===== src/rtl/ram_bus_pkg.sv =====
// Shared types, address constants and byte-merge helper for the RAM bus arbiter.
package ram_bus_pkg;

  typedef enum logic [3:0] {
    IDLE,
    WR,
    RD_ISSUE,
    RD_WAIT,
    RD_CAP,
    RMW_ISSUE,
    RMW_WAIT,
    RMW_MERGE,
    ERR,
    DONE
  } state_t;

  localparam logic [31:0] DEFAULT_BASE_ADDR  = 32'h1000_1000;
  localparam logic [31:0] DEFAULT_LIMIT_ADDR = 32'h1000_4000;
  localparam logic [31:0] SHOW_IN_DISPLAYS   = 32'h1000_0000;

  // Take each strobed byte from new_word and every other byte from old_word.
  function automatic logic [31:0] byte_merge(input logic [31:0] old_word,
                                             input logic [31:0] new_word,
                                             input logic [3:0]  strb);
    logic [31:0] merged;
    merged = old_word;
    for (int b = 0; b < 4; b++) begin
      if (strb[b]) merged[8*b +: 8] = new_word[8*b +: 8];
    end
    return merged;
  endfunction

endpackage


===== src/rtl/rr_arbiter2.sv =====
// Two-requester round-robin arbiter: combinational one-hot grant, registered history.
module rr_arbiter2 (
  input  logic       clk,
  input  logic       resetn,
  input  logic [1:0] req,
  input  logic       enable,
  output logic [1:0] grant,
  output logic       last_grant
);

  // On a tie the port that did not win last time is granted.
  always_comb begin
    grant = 2'b00;
    if (enable) begin
      case (req)
        2'b01:   grant = 2'b01;
        2'b10:   grant = 2'b10;
        2'b11:   grant = last_grant ? 2'b01 : 2'b10;
        default: grant = 2'b00;
      endcase
    end
  end

  // Remember the most recent winner; port 1 at reset so port 0 wins the first tie.
  always_ff @(posedge clk or negedge resetn) begin
    if (!resetn) begin
      last_grant <= 1'b1;
    end else if (|grant) begin
      last_grant <= grant[1];
    end
  end

endmodule


===== src/rtl/ram_bus_arbiter.sv =====
// Shares a single-port, 1-cycle-latency RAM between two valid/ready requesters,
// with round-robin arbitration, window decode and read-modify-write byte strobes.
module ram_bus_arbiter
  import ram_bus_pkg::*;
#(
  parameter int unsigned ADDR_W     = 14,
  parameter logic [31:0] BASE_ADDR  = DEFAULT_BASE_ADDR,
  parameter logic [31:0] LIMIT_ADDR = DEFAULT_LIMIT_ADDR
) (
  input  logic              clk,
  input  logic              resetn,
  input  logic              r0_valid,
  input  logic [31:0]       r0_addr,
  input  logic [31:0]       r0_wdata,
  input  logic [3:0]        r0_wstrb,
  output logic              r0_ready,
  output logic [31:0]       r0_rdata,
  input  logic              r1_valid,
  input  logic [31:0]       r1_addr,
  input  logic [31:0]       r1_wdata,
  input  logic [3:0]        r1_wstrb,
  output logic              r1_ready,
  output logic [31:0]       r1_rdata,
  output logic              ram_en,
  output logic              ram_write,
  output logic [ADDR_W-1:0] ram_addr,
  output logic [31:0]       ram_data_in,
  input  logic [31:0]       ram_data_out,
  output logic              err
);

  state_t state, next_state;

  logic [1:0]        grant;
  logic              arb_last_grant_unused;
  logic              sel_port;
  logic [31:0]       sel_addr;
  logic [31:0]       sel_wdata;
  logic [3:0]        sel_wstrb;
  logic [31:0]       sel_offset;
  logic [ADDR_W-1:0] sel_word;
  logic              sel_in_window;
  logic              unused_offset_bits;

  logic              lat_port;
  logic [ADDR_W-1:0] lat_word;
  logic [31:0]       lat_wdata;
  logic [3:0]        lat_wstrb;

  logic              cur_port;
  logic [ADDR_W-1:0] cur_word;
  logic [31:0]       cur_wdata;
  logic [3:0]        cur_wstrb;

  rr_arbiter2 u_arb (
    .clk        (clk),
    .resetn     (resetn),
    .req        ({r1_valid, r0_valid}),
    .enable     (state == IDLE),
    .grant      (grant),
    .last_grant (arb_last_grant_unused)
  );

  // Select the granted request and decode its address against the RAM window.
  always_comb begin
    sel_port      = grant[1];
    sel_addr      = sel_port ? r1_addr  : r0_addr;
    sel_wdata     = sel_port ? r1_wdata : r0_wdata;
    sel_wstrb     = sel_port ? r1_wstrb : r0_wstrb;
    sel_offset    = sel_addr - BASE_ADDR;
    sel_word      = sel_offset[ADDR_W+1:2];
    sel_in_window = (sel_addr >= BASE_ADDR) && (sel_addr < LIMIT_ADDR);
  end

  assign unused_offset_bits = ^{sel_offset[31:ADDR_W+2], sel_offset[1:0]};

  // In IDLE the live granted request feeds the datapath, afterwards the latched copy.
  always_comb begin
    if (state == IDLE) begin
      cur_port  = sel_port;
      cur_word  = sel_word;
      cur_wdata = sel_wdata;
      cur_wstrb = sel_wstrb;
    end else begin
      cur_port  = lat_port;
      cur_word  = lat_word;
      cur_wdata = lat_wdata;
      cur_wstrb = lat_wstrb;
    end
  end

  // State register.
  always_ff @(posedge clk or negedge resetn) begin
    if (!resetn) state <= IDLE;
    else         state <= next_state;
  end

  // Next-state decode: one transaction at a time, always finishing through DONE.
  always_comb begin
    next_state = state;
    case (state)
      IDLE: begin
        if (|grant) begin
          if (!sel_in_window)          next_state = ERR;
          else if (sel_wstrb == 4'hF)  next_state = WR;
          else if (sel_wstrb == 4'h0)  next_state = RD_ISSUE;
          else                         next_state = RMW_ISSUE;
        end
      end
      WR:        next_state = DONE;
      RD_ISSUE:  next_state = RD_WAIT;
      RD_WAIT:   next_state = RD_CAP;
      RD_CAP:    next_state = DONE;
      RMW_ISSUE: next_state = RMW_WAIT;
      RMW_WAIT:  next_state = RMW_MERGE;
      RMW_MERGE: next_state = WR;
      ERR:       next_state = DONE;
      DONE:      next_state = IDLE;
      default:   next_state = IDLE;
    endcase
  end

  // Hold the granted request so the requester may drop valid early.
  always_ff @(posedge clk or negedge resetn) begin
    if (!resetn) begin
      lat_port  <= 1'b0;
      lat_word  <= '0;
      lat_wdata <= '0;
      lat_wstrb <= '0;
    end else if (state == IDLE && |grant) begin
      lat_port  <= sel_port;
      lat_word  <= sel_word;
      lat_wdata <= sel_wdata;
      lat_wstrb <= sel_wstrb;
    end
  end

  // Registered outputs, decoded from the state being entered.
  always_ff @(posedge clk or negedge resetn) begin
    if (!resetn) begin
      ram_en      <= 1'b0;
      ram_write   <= 1'b0;
      ram_addr    <= '0;
      ram_data_in <= '0;
      r0_ready    <= 1'b0;
      r1_ready    <= 1'b0;
      r0_rdata    <= '0;
      r1_rdata    <= '0;
      err         <= 1'b0;
    end else begin
      ram_en    <= 1'b0;
      ram_write <= 1'b0;
      r0_ready  <= 1'b0;
      r1_ready  <= 1'b0;
      err       <= 1'b0;
      case (next_state)
        WR: begin
          ram_en      <= 1'b1;
          ram_write   <= 1'b1;
          ram_addr    <= cur_word;
          ram_data_in <= (state == RMW_MERGE) ? byte_merge(ram_data_out, cur_wdata, cur_wstrb)
                                              : cur_wdata;
        end
        RD_ISSUE, RMW_ISSUE: begin
          ram_en   <= 1'b1;
          ram_addr <= cur_word;
        end
        ERR: begin
          err <= 1'b1;
          if (cur_port) r1_rdata <= '0;
          else          r0_rdata <= '0;
        end
        DONE: begin
          if (cur_port) r1_ready <= 1'b1;
          else          r0_ready <= 1'b1;
          if (state == RD_CAP) begin
            if (cur_port) r1_rdata <= ram_data_out;
            else          r0_rdata <= ram_data_out;
          end
        end
        default: ;
      endcase
    end
  end

endmodule


===== config.mk =====
export PLATFORM = sky130hd
export DESIGN_NAME = ram_bus_arbiter
export DESIGN_NICKNAME = d
export VERILOG_FILES = /design/src/rtl/ram_bus_pkg.sv /design/src/rtl/rr_arbiter2.sv /design/src/rtl/ram_bus_arbiter.sv
export SDC_FILE = /design/constraint.sdc
export NUM_CORES = 1
export LEC_CHECK = 0
export CAP_MARGIN = 5
export CORE_MARGIN = 5
export CORE_UTILIZATION = 45
export DETAILED_ROUTE_END_ITERATION = 16
export GPL_ROUTABILITY_DRIVEN = 0
export PLACE_DENSITY_LB_ADDON = 0.15
export SLEW_MARGIN = 20
export SYNTH_ARGS = -nofsm -noshare
export SYNTH_HDL_FRONTEND = slang
export SYNTH_SLANG_ARGS = --single-unit

===== constraint.sdc =====
create_clock -name clk -period 9.7 [get_ports clk]
set_input_delay 1.455 -clock clk [delete_from_list [all_inputs] [get_ports clk]]
set_output_delay 1.455 -clock clk [all_outputs]
set_load 0.02 [all_outputs]

==> results.sh <==
export IMPL_outcome="finished clean"
export IMPL_p_total_mw=3.21
export IMPL_critical_path_cell_chain="clkdlybuf4s50_1 > a21boi_1 > buf_4 > nand2_4 > mux2i_1 > ha_1 > nor4b_1 > nand4_1 > a2111oi_4 > a31oi_4 > a21oi_4 > a22o_1"
export IMPL_cts_root_buf="clkbuf_16"
export IMPL_grt_start_max_net_pins=107
export IMPL_synth_mux_area_fraction_pct=16.1
export IMPL_cts_made_buffers=17
export IMPL_max_cap_viol_count=0
export IMPL_layout_setup_ws_ps=4170
export IMPL_grt_pass1_vias=7255
export IMPL_hp_class="reg -> reg"
export IMPL_io_pins=287
export IMPL_yosysSeqAreaShare_pct=51.2
export IMPL_mostFrequentLayoutCell="clkdlybuf4s50_1"
export IMPL_powerDensity_nw_per_um2=266
export IMPL_worstMarginPinSlew_ps=1090
export IMPL_syn_area_per_cell_um2=10.6
export IMPL_peakVddDrop_v=0.000177
export IMPL_cp_max_fo=55
export IMPL_rsz0062_at_grt="false"
export IMPL_die_area_um2=21400
export IMPL_synth_nets=962
export IMPL_syn2layout_area_growth_pct=44.2
export IMPL_dieHeight_um=146
export IMPL_viasPerCell=5.58
export IMPL_drv_slew=0
export IMPL_synth_top_family_by_area="compound AO/OA/AOI/OAI gates"
export IMPL_setup_tns_ps=0
export IMPL_cpPeakStageDelay_ps=910
export IMPL_skew_ps=15.1
export IMPL_cts_setup_buffers=0
export IMPL_initial_core_util_pct=46.1
export IMPL_switching_power_mw=1.20
export IMPL_clock_sinks=171
export IMPL_fin_nets=1221
export IMPL_clockBufferDepth=2
export IMPL_wl_per_cell_um=19.8
export IMPL_worst_setup_path_type="in -> reg"
export IMPL_final_cell_mix="285 x clkdlybuf4s50_1, 170 x dfrtp_1, 113 x mux2i_1"
export IMPL_period_needed_ps=5530
export IMPL_clk_pin_slew_ps=70
export IMPL_routed_wl_mm=25.5
export IMPL_first_pass_iters=5
export IMPL_die_x_um=146
export IMPL_synth_simple_gate_area_share_pct=9.30
export IMPL_antenna_left=0
export IMPL_maxClockFrequency_mhz=181
export IMPL_slew_headroom_pct=27.0
export IMPL_grt_usage_pct=23.5
export IMPL_synth_distinct_cells=48
export IMPL_finalSetupViolCount=0
export IMPL_cts_htree_levels=4
export IMPL_synth_compound_area_share_pct=18.0
export IMPL_synthArstFlopShare_pct=100
export IMPL_endpoint_kind="flip-flop"
export IMPL_cts_resized_gates=0
export IMPL_hold_buffers=0
export IMPL_grt_pass1_wl_mm=40.4
export IMPL_hold_viol_final=0
export IMPL_drt_iter0_markers=393
export IMPL_synth_fa_ha_area_share_pct=0.299
export IMPL_p_int_mw=2.01
export IMPL_cts_tree="yes"
export IMPL_cpMaxStageDelayCell="a21oi_4"
export IMPL_post_route_period_util_pct=57.0
export IMPL_swShare_pct=37.3
export IMPL_syn_area_um2=8360
export IMPL_pre_cts_slack_ps=3710
export IMPL_cp_required_ps=10060
export IMPL_start_kind="primary input"
export IMPL_clk_latency_ps=430
export IMPL_combPwrFrac_pct=42.9
export IMPL_synthCells=788
export IMPL_ys_warn_count=0
export IMPL_drive_gt1_share_pct=7.17
export IMPL_ys_seq_elements=171
export IMPL_antenna_found_initial=0
export IMPL_whs_path_depth=2
export IMPL_dr_total_vias=7199
export IMPL_io_buffer_count=286
export IMPL_drc=0
export IMPL_overflow=0
export IMPL_num_rows=49
export IMPL_utilization_pct=66.4
export IMPL_design_core_area_um2=18100
export IMPL_ff2ff_path_depth=11
export IMPL_p_leak_nw=5.49
export IMPL_arrival_ps=5890
export IMPL_clockPowerShare_pct=23.9
export IMPL_pwr_share_seq_pct=33.2
export IMPL_synthXorXnorAreaFrac_pct=0.419
export IMPL_antenna_diode_count=0
export IMPL_synth_ff_type="dfrtp_1"
export IMPL_synth_edf_count=0
export IMPL_hpwl_mm=17.6
[metrics by stage]
step                instances  hold WS (ps)  instance area (um2)
detailed placement       1257           471                11400
floorplan                 788           447                 8360
global placement         1257           463                11400
global route             1289           495                12100
CTS                      1289           485                12000
finish                   1289           480                12100
[registers in the layout, summed over array words and instances (netlist names)]
register          count
lat_wstrb             4
r0_ready              1
u_arb.last_grant      1
err                   1
ram_en                1
r1_rdata             32
ram_write             1
lat_word             14
ram_data_in          32
r1_ready              1
lat_port              1
r0_rdata             32
state                 4
lat_wdata            32
ram_addr             14
[power by group through the flow]
| stage | Sequential, mW | Clock (mW) | Combinational [mW] |
|---|---|---|---|
| after CTS | 1.07 | 0.779 | 1.39 |
| after detailed placement | 1.07 | 0 | 1.38 |
| after global routing | 1.10 | 0.805 | 1.50 |
| after global placement | 1.07 | 0 | 1.35 |
| after floorplan | 1.16 | 0 | 0.762 |
| final | 1.07 | 0.766 | 1.38 |
[worst max-delay path: cells and delay by family]
kind	cells	cell delay, ps
compound gates	5	1960
simple gates	3	950
buf+inv	2	790
mux	1	490
fa+ha+maj	1	210
[worst paths after layout]
path,from,endpoint,slack [ps]
worst max-delay path,r1_valid,r0_rdata[11]$_DFFE_PN0P_,4170
worst min-delay path,lat_wdata[8]$_DFFE_PN0P_,lat_wdata[8]$_DFFE_PN0P_,480
worst max register to register,state[0]$_DFF_PN0_,r0_rdata[11]$_DFFE_PN0P_,4590
worst min register to register,lat_wdata[8]$_DFFE_PN0P_,lat_wdata[8]$_DFFE_PN0P_,480
max in group asynchronous,resetn,r0_ready$_DFF_PN0_,7540
min in group asynchronous,resetn,ram_data_in[30]$_DFFE_PN0P_,980
[final cells by class]
type	instances	area, um2
clock buffers	18	429
clock inverters	14	225
fillers	1478	6100
inverters	35	131
multi-input cells	525	3750
flip-flops and latches	171	4280
well taps	229	287
repair buffers	297	2950
[cell families after synthesis]
| family | after synthesis |
|---|---|
| xor+xnor | 4 |
| buf+inv | 92 |
| mux | 129 |
| compound gates | 214 |
| fa+ha+maj | 2 |
| simple gates | 176 |
| flops | 171 |
[Yosys cell counts (10+ instances only)]
cell type,instances,area [um2]
o21ai_0,55,275
buf_1,14,52.6
a21oi_1,37,185
a31oi_1,10,62.6
mux2i_1,113,1130
nand2_1,80,300
clkbuf_1,26,97.6
nor4_1,13,81.3
buf_2,13,65.1
nor2_1,57,214
a22o_1,64,561
dfrtp_1,170,4250
a211oi_1,33,248
inv_1,35,131
[per-layer routing]
layer  GRT usage [%]  vias up  wire, um
met5               0        -         0
met4            7.06        0       424
met3            4.99       33      1820
met2            37.6      278     12000
met1            32.5     3509     11300
li1                -     3379         -
Power figures use the tool's default switching activity.
